--- config.mk ---
export PLATFORM = sky130hd
export DESIGN_NAME = pwm_cfg_sequencer_flat
export DESIGN_NICKNAME = d
export VERILOG_FILES = /design/src/rtl/pwm_cfg_sequencer_if.sv /design/src/rtl/pwm_cfg_sequencer.sv /design/src/flat_wrapper.sv
export SDC_FILE = /design/constraint.sdc
export NUM_CORES = 2
export LEC_CHECK = 0
export BUFFER_PORTS_ARGS = -buffer_cell sky130_fd_sc_hd__buf_2
export CAP_MARGIN = 20
export CORE_ASPECT_RATIO = 0.7
export CORE_MARGIN = 2
export CORE_UTILIZATION = 55
export DETAILED_ROUTE_END_ITERATION = 12
export GPL_ROUTABILITY_DRIVEN = 0
export MAX_ROUTING_LAYER = met4
export PLACE_DENSITY = 0.72
export REMOVE_ABC_BUFFERS = 1
export SETUP_SLACK_MARGIN = 0.15
export SLEW_MARGIN = 20
export SYNTH_ARGS = -nofsm -noshare
export SYNTH_HDL_FRONTEND = slang
export SYNTH_SLANG_ARGS = --single-unit
--- constraint.sdc ---
create_clock -name PCLK -period 2.6 [get_ports PCLK]
set_input_delay 0 -clock PCLK [delete_from_list [all_inputs] [get_ports PCLK]]
set_output_delay 0 -clock PCLK [all_outputs]
set_load 0.02 [all_outputs]
--- src/rtl/pwm_cfg_sequencer_if.sv ---
// APB write-port bundle between the PWM configuration sequencer (master)
// and the PWM32 register slave.
interface pwm_cfg_sequencer_if;
    logic [31:0] PADDR;
    logic        PWRITE;
    logic        PSEL;
    logic        PENABLE;
    logic [31:0] PWDATA;
    logic        PREADY;

    modport master (
        output PADDR,
        output PWRITE,
        output PSEL,
        output PENABLE,
        output PWDATA,
        input  PREADY
    );

    modport slave (
        input  PADDR,
        input  PWRITE,
        input  PSEL,
        input  PENABLE,
        input  PWDATA,
        output PREADY
    );
endinterface

--- src/rtl/pwm_cfg_sequencer.sv ---
// Replays a programmed table of APB writes into the PWM32 slave, optionally
// holding each entry until the PWM period-boundary strobe so updates land glitch-free.
module pwm_cfg_sequencer #(
    parameter int DEPTH   = 8,
    parameter int TIMEOUT = 16
) (
    input  logic                     PCLK,
    input  logic                     PRESET,
    input  logic                     cmd_we,
    input  logic [$clog2(DEPTH)-1:0] cmd_idx,
    input  logic [31:0]              cmd_addr,
    input  logic [31:0]              cmd_data,
    input  logic                     cmd_sync,
    input  logic [$clog2(DEPTH):0]   num_cmds,
    input  logic                     loop,
    input  logic                     start,
    input  logic                     stop,
    input  logic                     sync,
    output logic                     busy,
    output logic                     done,
    output logic                     err,
    pwm_cfg_sequencer_if.master      apb
);
    localparam int IDX_W = $clog2(DEPTH);
    localparam int NUM_W = IDX_W + 1;
    localparam int CNT_W = $clog2(TIMEOUT + 1);

    typedef enum logic [1:0] {
        ST_IDLE      = 2'd0,
        ST_WAIT_SYNC = 2'd1,
        ST_SETUP     = 2'd2,
        ST_ACCESS    = 2'd3
    } state_e;

    state_e             state_q, state_d;
    logic [IDX_W-1:0]   idx_q, idx_d;
    logic               loop_q, loop_d;
    logic               stop_q, stop_d;
    logic [CNT_W-1:0]   cnt_q, cnt_d;
    logic               busy_q, busy_d;
    logic               done_q, done_d;
    logic               err_q, err_d;
    logic               psel_q, psel_d;
    logic               penable_q, penable_d;
    logic               pwrite_q, pwrite_d;
    logic [31:0]        paddr_q, paddr_d;
    logic [31:0]        pwdata_q, pwdata_d;

    logic [31:0]        tbl_addr_q [DEPTH];
    logic [31:0]        tbl_addr_d [DEPTH];
    logic [31:0]        tbl_data_q [DEPTH];
    logic [31:0]        tbl_data_d [DEPTH];
    logic               tbl_sync_q [DEPTH];
    logic               tbl_sync_d [DEPTH];

    logic [NUM_W-1:0]   eff_num_s;
    logic               last_s;
    logic               stop_seen_s;
    logic [IDX_W-1:0]   nxt_idx_s;
    logic               tbl_wr_s;

    // Sequencer next-state, entry index, stop latch, wait counter and next output values
    always_comb begin
        eff_num_s   = (num_cmds > NUM_W'(DEPTH)) ? NUM_W'(DEPTH) : num_cmds;
        last_s      = ({1'b0, idx_q} == (eff_num_s - NUM_W'(1)));
        stop_seen_s = stop_q | stop;
        nxt_idx_s   = idx_q + IDX_W'(1);

        state_d = state_q;
        idx_d   = idx_q;
        loop_d  = loop_q;
        stop_d  = stop_seen_s;
        cnt_d   = cnt_q;
        done_d  = 1'b0;
        err_d   = 1'b0;

        case (state_q)
            ST_IDLE: begin
                stop_d = 1'b0;
                if (start && (eff_num_s != NUM_W'(0))) begin
                    loop_d  = loop;
                    idx_d   = IDX_W'(0);
                    state_d = tbl_sync_q[0] ? ST_WAIT_SYNC : ST_SETUP;
                end else begin
                    state_d = ST_IDLE;
                end
            end
            ST_WAIT_SYNC: begin
                // A stop abandons the wait at once; sync outside this state is ignored.
                if (stop_seen_s) begin
                    stop_d  = 1'b0;
                    state_d = ST_IDLE;
                end else if (sync) begin
                    state_d = ST_SETUP;
                end else begin
                    state_d = ST_WAIT_SYNC;
                end
            end
            ST_SETUP: begin
                cnt_d   = CNT_W'(0);
                state_d = ST_ACCESS;
            end
            ST_ACCESS: begin
                if (apb.PREADY) begin
                    if (stop_seen_s) begin
                        stop_d  = 1'b0;
                        state_d = ST_IDLE;
                    end else if (last_s) begin
                        if (loop_q) begin
                            idx_d   = IDX_W'(0);
                            state_d = tbl_sync_q[0] ? ST_WAIT_SYNC : ST_SETUP;
                        end else begin
                            done_d  = 1'b1;
                            stop_d  = 1'b0;
                            state_d = ST_IDLE;
                        end
                    end else begin
                        idx_d   = nxt_idx_s;
                        state_d = tbl_sync_q[nxt_idx_s] ? ST_WAIT_SYNC : ST_SETUP;
                    end
                end else if (cnt_q == CNT_W'(TIMEOUT - 1)) begin
                    err_d   = 1'b1;
                    stop_d  = 1'b0;
                    state_d = ST_IDLE;
                end else begin
                    cnt_d = cnt_q + CNT_W'(1);
                end
            end
            default: begin
                stop_d  = 1'b0;
                state_d = ST_IDLE;
            end
        endcase

        psel_d    = (state_d == ST_SETUP) || (state_d == ST_ACCESS);
        penable_d = (state_d == ST_ACCESS);
        pwrite_d  = psel_d;
        busy_d    = (state_d != ST_IDLE);
        if (state_d == ST_SETUP) begin
            paddr_d  = tbl_addr_q[idx_d];
            pwdata_d = tbl_data_q[idx_d];
        end else begin
            paddr_d  = paddr_q;
            pwdata_d = pwdata_q;
        end
    end

    // Command table update; software may only rewrite it while the sequencer is idle
    always_comb begin
        tbl_wr_s = cmd_we && (state_q == ST_IDLE);
        for (int i = 0; i < DEPTH; i++) begin
            if (tbl_wr_s && (cmd_idx == IDX_W'(i))) begin
                tbl_addr_d[i] = cmd_addr;
                tbl_data_d[i] = cmd_data;
                tbl_sync_d[i] = cmd_sync;
            end else begin
                tbl_addr_d[i] = tbl_addr_q[i];
                tbl_data_d[i] = tbl_data_q[i];
                tbl_sync_d[i] = tbl_sync_q[i];
            end
        end
    end

    // Sequencer state and registered outputs
    always_ff @(posedge PCLK) begin
        if (PRESET) begin
            state_q   <= ST_IDLE;
            idx_q     <= IDX_W'(0);
            loop_q    <= 1'b0;
            stop_q    <= 1'b0;
            cnt_q     <= CNT_W'(0);
            busy_q    <= 1'b0;
            done_q    <= 1'b0;
            err_q     <= 1'b0;
            psel_q    <= 1'b0;
            penable_q <= 1'b0;
            pwrite_q  <= 1'b0;
            paddr_q   <= 32'h0000_0000;
            pwdata_q  <= 32'h0000_0000;
        end else begin
            state_q   <= state_d;
            idx_q     <= idx_d;
            loop_q    <= loop_d;
            stop_q    <= stop_d;
            cnt_q     <= cnt_d;
            busy_q    <= busy_d;
            done_q    <= done_d;
            err_q     <= err_d;
            psel_q    <= psel_d;
            penable_q <= penable_d;
            pwrite_q  <= pwrite_d;
            paddr_q   <= paddr_d;
            pwdata_q  <= pwdata_d;
        end
    end

    // Command table storage, cleared by reset
    always_ff @(posedge PCLK) begin
        if (PRESET) begin
            tbl_addr_q <= '{default: 32'h0000_0000};
            tbl_data_q <= '{default: 32'h0000_0000};
            tbl_sync_q <= '{default: 1'b0};
        end else begin
            tbl_addr_q <= tbl_addr_d;
            tbl_data_q <= tbl_data_d;
            tbl_sync_q <= tbl_sync_d;
        end
    end

    assign busy        = busy_q;
    assign done        = done_q;
    assign err         = err_q;
    assign apb.PSEL    = psel_q;
    assign apb.PENABLE = penable_q;
    assign apb.PWRITE  = pwrite_q;
    assign apb.PADDR   = paddr_q;
    assign apb.PWDATA  = pwdata_q;

endmodule

--- src/flat_wrapper.sv ---
// flat-port wrapper written by rule: the top's interface ports become plain ports
module pwm_cfg_sequencer_flat 
#(
    parameter int DEPTH   = 8,
    parameter int TIMEOUT = 16
)
  (PCLK, PRESET, cmd_we, cmd_idx, cmd_addr, cmd_data, cmd_sync, num_cmds, loop, start, stop, sync, busy, done, err, apb_PADDR, apb_PWRITE, apb_PSEL, apb_PENABLE, apb_PWDATA, apb_PREADY);
  pwm_cfg_sequencer_if apb_i ();
  input  logic PCLK;
  input  logic PRESET;
  input  logic cmd_we;
  input  logic [$clog2(DEPTH)-1:0] cmd_idx;
  input  logic [31:0] cmd_addr;
  input  logic [31:0] cmd_data;
  input  logic cmd_sync;
  input  logic [$clog2(DEPTH):0] num_cmds;
  input  logic loop;
  input  logic start;
  input  logic stop;
  input  logic sync;
  output logic busy;
  output logic done;
  output logic err;
  output wire logic [$bits(apb_i.PADDR)-1:0] apb_PADDR;
  output wire logic [$bits(apb_i.PWRITE)-1:0] apb_PWRITE;
  output wire logic [$bits(apb_i.PSEL)-1:0] apb_PSEL;
  output wire logic [$bits(apb_i.PENABLE)-1:0] apb_PENABLE;
  output wire logic [$bits(apb_i.PWDATA)-1:0] apb_PWDATA;
  input wire logic [$bits(apb_i.PREADY)-1:0] apb_PREADY;
  assign apb_PADDR = apb_i.PADDR;
  assign apb_PWRITE = apb_i.PWRITE;
  assign apb_PSEL = apb_i.PSEL;
  assign apb_PENABLE = apb_i.PENABLE;
  assign apb_PWDATA = apb_i.PWDATA;
  assign apb_i.PREADY = apb_PREADY;
  pwm_cfg_sequencer #(.DEPTH(DEPTH), .TIMEOUT(TIMEOUT)) u_core (.PCLK(PCLK), .PRESET(PRESET), .cmd_we(cmd_we), .cmd_idx(cmd_idx), .cmd_addr(cmd_addr), .cmd_data(cmd_data), .cmd_sync(cmd_sync), .num_cmds(num_cmds), .loop(loop), .start(start), .stop(stop), .sync(sync), .busy(busy), .done(done), .err(err), .apb(apb_i));
endmodule
==> flow_metrics.tcl <==
set metrics [dict create \
    post-route-drc-count 0 \
    count_of_unique_library_cells_instantiated_by_yosys 64 \
    synth_common_cells "sky130_fd_sc_hd__nand2_1 (1049), sky130_fd_sc_hd__dfxtp_1 (601), sky130_fd_sc_hd__a21oi_1 (524)" \
    max-cap-violations 0 \
    layout.nets 3581 \
    firstDrtPassIters 7 \
    comb_power_share 0.232 \
    detailedPlacementHpwl_mm 47.04 \
    r2r_cells 14 \
    setup_repair_after_global_routing_missed_its_margin "yes" \
    static-leakage-power_uw 0.01229 \
    finalNonFillerCells 4166 \
    starting_density_of_the_core 0.5554 \
    hold-worst-slack_ns 0.08459 \
    fp.dieH_um 187.8 \
    synth_enable_flop_cells 0 \
    r2r-start "u_core.state_q[1]" \
    detail_route.iter0.violations 3441 \
    synth_largest_area_cell "sky130_fd_sc_hd__dfxtp_1" \
    ioPinCount 150 \
    die-area_mm2 0.05005 \
    max-slew-margin-rel 0.5660 \
    hold_end "u_core.tbl_addr_q[127]" \
    grt_antenna_before_repair 4 \
    power-per-cell-area_mw_per_mm2 751.1 \
    vias 26550 \
    clock_power_share 0.350 \
    hold_path.class "in -> reg" \
    synthXorXnorAreaFrac 0.002593 \
    yosys.area_share.adder 0.003772 \
    clk-insertion-delay-late_ns 0.63 \
    post-synth-top-area-fraction 0.4534 \
    floorplan.rows 67 \
    dominantRegCellSynth "sky130_fd_sc_hd__dfxtp_1" \
    cts-buffers-inserted 57 \
    clock_path_buffers 3 \
    timing.clock.skew_ns 0.02089 \
    status "finished with violations" \
    synthArstFlopShare 0 \
    grt-ovfl-total 0 \
    grt_pass1_wl_mm 142.0 \
    synth_mux_area_frac 0.05715 \
    critPathCaptureType "flip-flop" \
    p_sw_frac 0.3104 \
    post_synth_main_area_contributors "sky130_fd_sc_hd__dfxtp_1 (45%), sky130_fd_sc_hd__nand2_1 (15%), sky130_fd_sc_hd__a21oi_1 (9.9%)" \
    layout-area-overhead-vs-synth_pct 25.27 \
    num-fill-cells 3518 \
    whs_path_depth 5 \
    reg2reg_setup_slack_ns -0.20 \
    htreeDepth 2 \
    maximum_number_of_pins_on_one_net_before_global_route_repair 80 \
    final_layout_size_suffix_gt1_frac 0.1992 \
    avgRoutedWirePerCell_um 22.98 \
    yosys_warnings 0 \
    timing.final.setup_violations 64 \
    period_minus_slack_ns 2.805 \
    critPathRequiredTime_ns 3.11 \
    synth_area_mm2 0.02654 \
    synthesis.instances 3370 \
    synth_seq_cells 601 \
    synth_compound_gate_area_share 0.2252 \
    core_area_mm2 0.04778 \
    min_delay_src "cmd_idx[0]" \
    timing_worst_setup_path_type "reg -> reg" \
    numPlacedInstances 3917 \
    timing.final.crit_share 1.079 \
    globalRouteTotalUtil 0.3687 \
    fp.dieW_um 266.5 \
    critical_path_peak_fanout 7 \
    share_of_synthesized_area_occupied_by_flip_flops_and_latches 0.4534 \
    final-max-slew-violation-count 0 \
    final_critical_path_setup_slack_ns -0.2047 \
    synth_top_family_by_area "compound AO/OA/AOI/OAI gates" \
    timing.critical_path.from_type "flip-flop" \
    tritoncts "done" \
    synthMostInstantiatedCell "sky130_fd_sc_hd__nand2_1" \
    fmax_mhz 356.5 \
    drt-vias-per-instance 6.372 \
    first_global_vias 25360 \
    clk_pin_slew_worst_paths_ns 0.07 \
    cts.sinks 601 \
    violations "negative setup slack" \
    port-buffer-count 149 \
    routed_wirelength_mm 95.72 \
    worstPathArrival_ns 3.31 \
    power.sequential.fraction 0.418 \
    clockRootBuffer "sky130_fd_sc_hd__clkbuf_16" \
    synth-simple-area-share 0.1919 \
    syn-mean-instance-area_um2 7.874 \
    power.switching_uw 7749 \
    final_hold_viol_count 0 \
    vdd_drop_max_mv 0.5763 \
    timing_worst_slew_pin_value_ns 0.6510 \
    p_int_uw 17220 \
    drt.antenna.violating_nets 0 \
    reg2reg_to "u_core.apb.PWDATA[23]" \
]
power by group through the flow:
stage                     Clock (uW)  Sequential [uW]  Combinational (uW)
after floorplan                    0            11000                1890
after global placement             0            10600                4390
after detailed placement           0            10600                4510
after CTS                       8750            10400                5140
after global routing            9130            10500                6040
final                           8740            10400                5790
cell type report:
class,instances,area (um^2),area share
Multi-Input combinational cell,2397,13790,0.4149
Sequential cell,601,12050,0.3623
Tap cell,621,777.0,0.02337
Timing Repair Buffer,428,4637,0.1395
Antenna cell,6,15.01,0.0004517
Clock buffer,81,1689,0.05081
Clock inverter,24,255.2,0.007678
Inverter,8,32.53,0.0009786
critical path: stages (launching register included):
cell                       delay, ns
sky130_fd_sc_hd__dfxtp_4        0.38
sky130_fd_sc_hd__inv_4          0.05
sky130_fd_sc_hd__ha_4           0.24
sky130_fd_sc_hd__buf_6          0.12
sky130_fd_sc_hd__or2_4          0.25
sky130_fd_sc_hd__a31oi_1        0.16
sky130_fd_sc_hd__buf_4          0.16
sky130_fd_sc_hd__o22ai_4        0.07
sky130_fd_sc_hd__buf_12         0.16
sky130_fd_sc_hd__buf_8          0.12
sky130_fd_sc_hd__buf_16         0.14
sky130_fd_sc_hd__buf_12         0.15
sky130_fd_sc_hd__mux2_4         0.30
sky130_fd_sc_hd__a221oi_2       0.27
sky130_fd_sc_hd__a31oi_1        0.12
logic make-up after synthesis:
family	after synthesis
AO/OA/AOI/OAI	1000
multiplexers	133
XOR/XNOR	7
AND/OR/NAND/NOR	1249
adder cells (fa/ha/maj)	8
flip-flops	601
buffers and inverters	372
stage by stage:
step / setup slack, ns / cell area (um^2) / power (uW) / util / TNS, ns
after floorplan: -5.613 / 24820 / 12870 / - / -832.17
after global placement: -0.2062 / 28240 / 14970 / 0.5909 / -10.34
after detailed placement: -0.3492 / 28240 / 15110 / 0.5909 / -17.31
after CTS: -0.1357 / 32480 / 24300 / 0.6797 / -6.009
after global routing: -0.2737 / 33240 / 25660 / 0.6956 / -12.67
final: -0.2047 / 33240 / 24970 / 0.6957 / -8.495
worst max path at each step:
stage / to / cells after the start / startpoint / slack (ns)
final: u_core.apb.PWDATA[23] / 14 / u_core.state_q[1] / -0.20
after global routing: u_core.apb.PWDATA[23] / 14 / u_core.state_q[1] / -0.27
after CTS: u_core.apb.PWDATA[11] / 10 / u_core.stop_q / -0.14
after detailed placement: u_core.apb.PADDR[25] / 14 / num_cmds[3] / -0.35
after global placement: u_core.apb.PADDR[26] / 14 / num_cmds[3] / -0.21
after floorplan: u_core.apb.PWDATA[30] / 8 / u_core.state_q[0] / -5.61
routing by layer:
| layer | track usage | routed length (um) | vias up |
|---|---|---|---|
| met4 | 0.1560 | 4022 | 0 |
| met1 | 0.4705 | 37510 | 12740 |
| met3 | 0.05778 | 10360 | 371 |
| li1 | - | - | 11760 |
| met2 | 0.5819 | 43830 | 1675 |
| met5 | - | 0 | - |
cells in the final DEF (no fill, tap or decap), types with 59 or more instances in the layout:
cell                            instances
sky130_fd_sc_hd__o21ai_0               91
sky130_fd_sc_hd__a21boi_0              59
sky130_fd_sc_hd__buf_12                64
sky130_fd_sc_hd__a221oi_2              62
sky130_fd_sc_hd__mux2_4                60
sky130_fd_sc_hd__clkbuf_16             68
sky130_fd_sc_hd__a21oi_1              523
sky130_fd_sc_hd__dlygate4sd3_1         70
sky130_fd_sc_hd__nand2_1             1047
sky130_fd_sc_hd__a211o_1               63
sky130_fd_sc_hd__o21bai_1              63
sky130_fd_sc_hd__dfxtp_1              594
sky130_fd_sc_hd__nand3_1               65
sky130_fd_sc_hd__and3_1                61
sky130_fd_sc_hd__a31oi_1               67
sky130_fd_sc_hd__buf_2                148
sky130_fd_sc_hd__buf_4                 85
state kept, by name (all words and copies together), names as in the netlist:
name	cells
u_core.stop_q	1
u_core.apb.PENABLE	1
u_core.tbl_data_q	256
u_core.tbl_addr_q	256
u_core.cnt_q	5
u_core.apb.PWDATA	32
u_core.apb.PSEL	1
u_core.done	1
u_core.err	1
u_core.tbl_sync_q	8
u_core.idx_q	3
u_core.apb.PADDR	32
u_core.state_q	2
u_core.busy	1
u_core.loop_q	1
timing repair:
action,CTS,global route
setup endpoints to repair,64,68
hold buffers,70,0
setup buffers,28,9
pin swaps,44,33
cloned,21,10
endpoints found under the hold margin,529,0
gates resized for setup,167,106
Note: power is estimated with default switching activity, not from simulation.
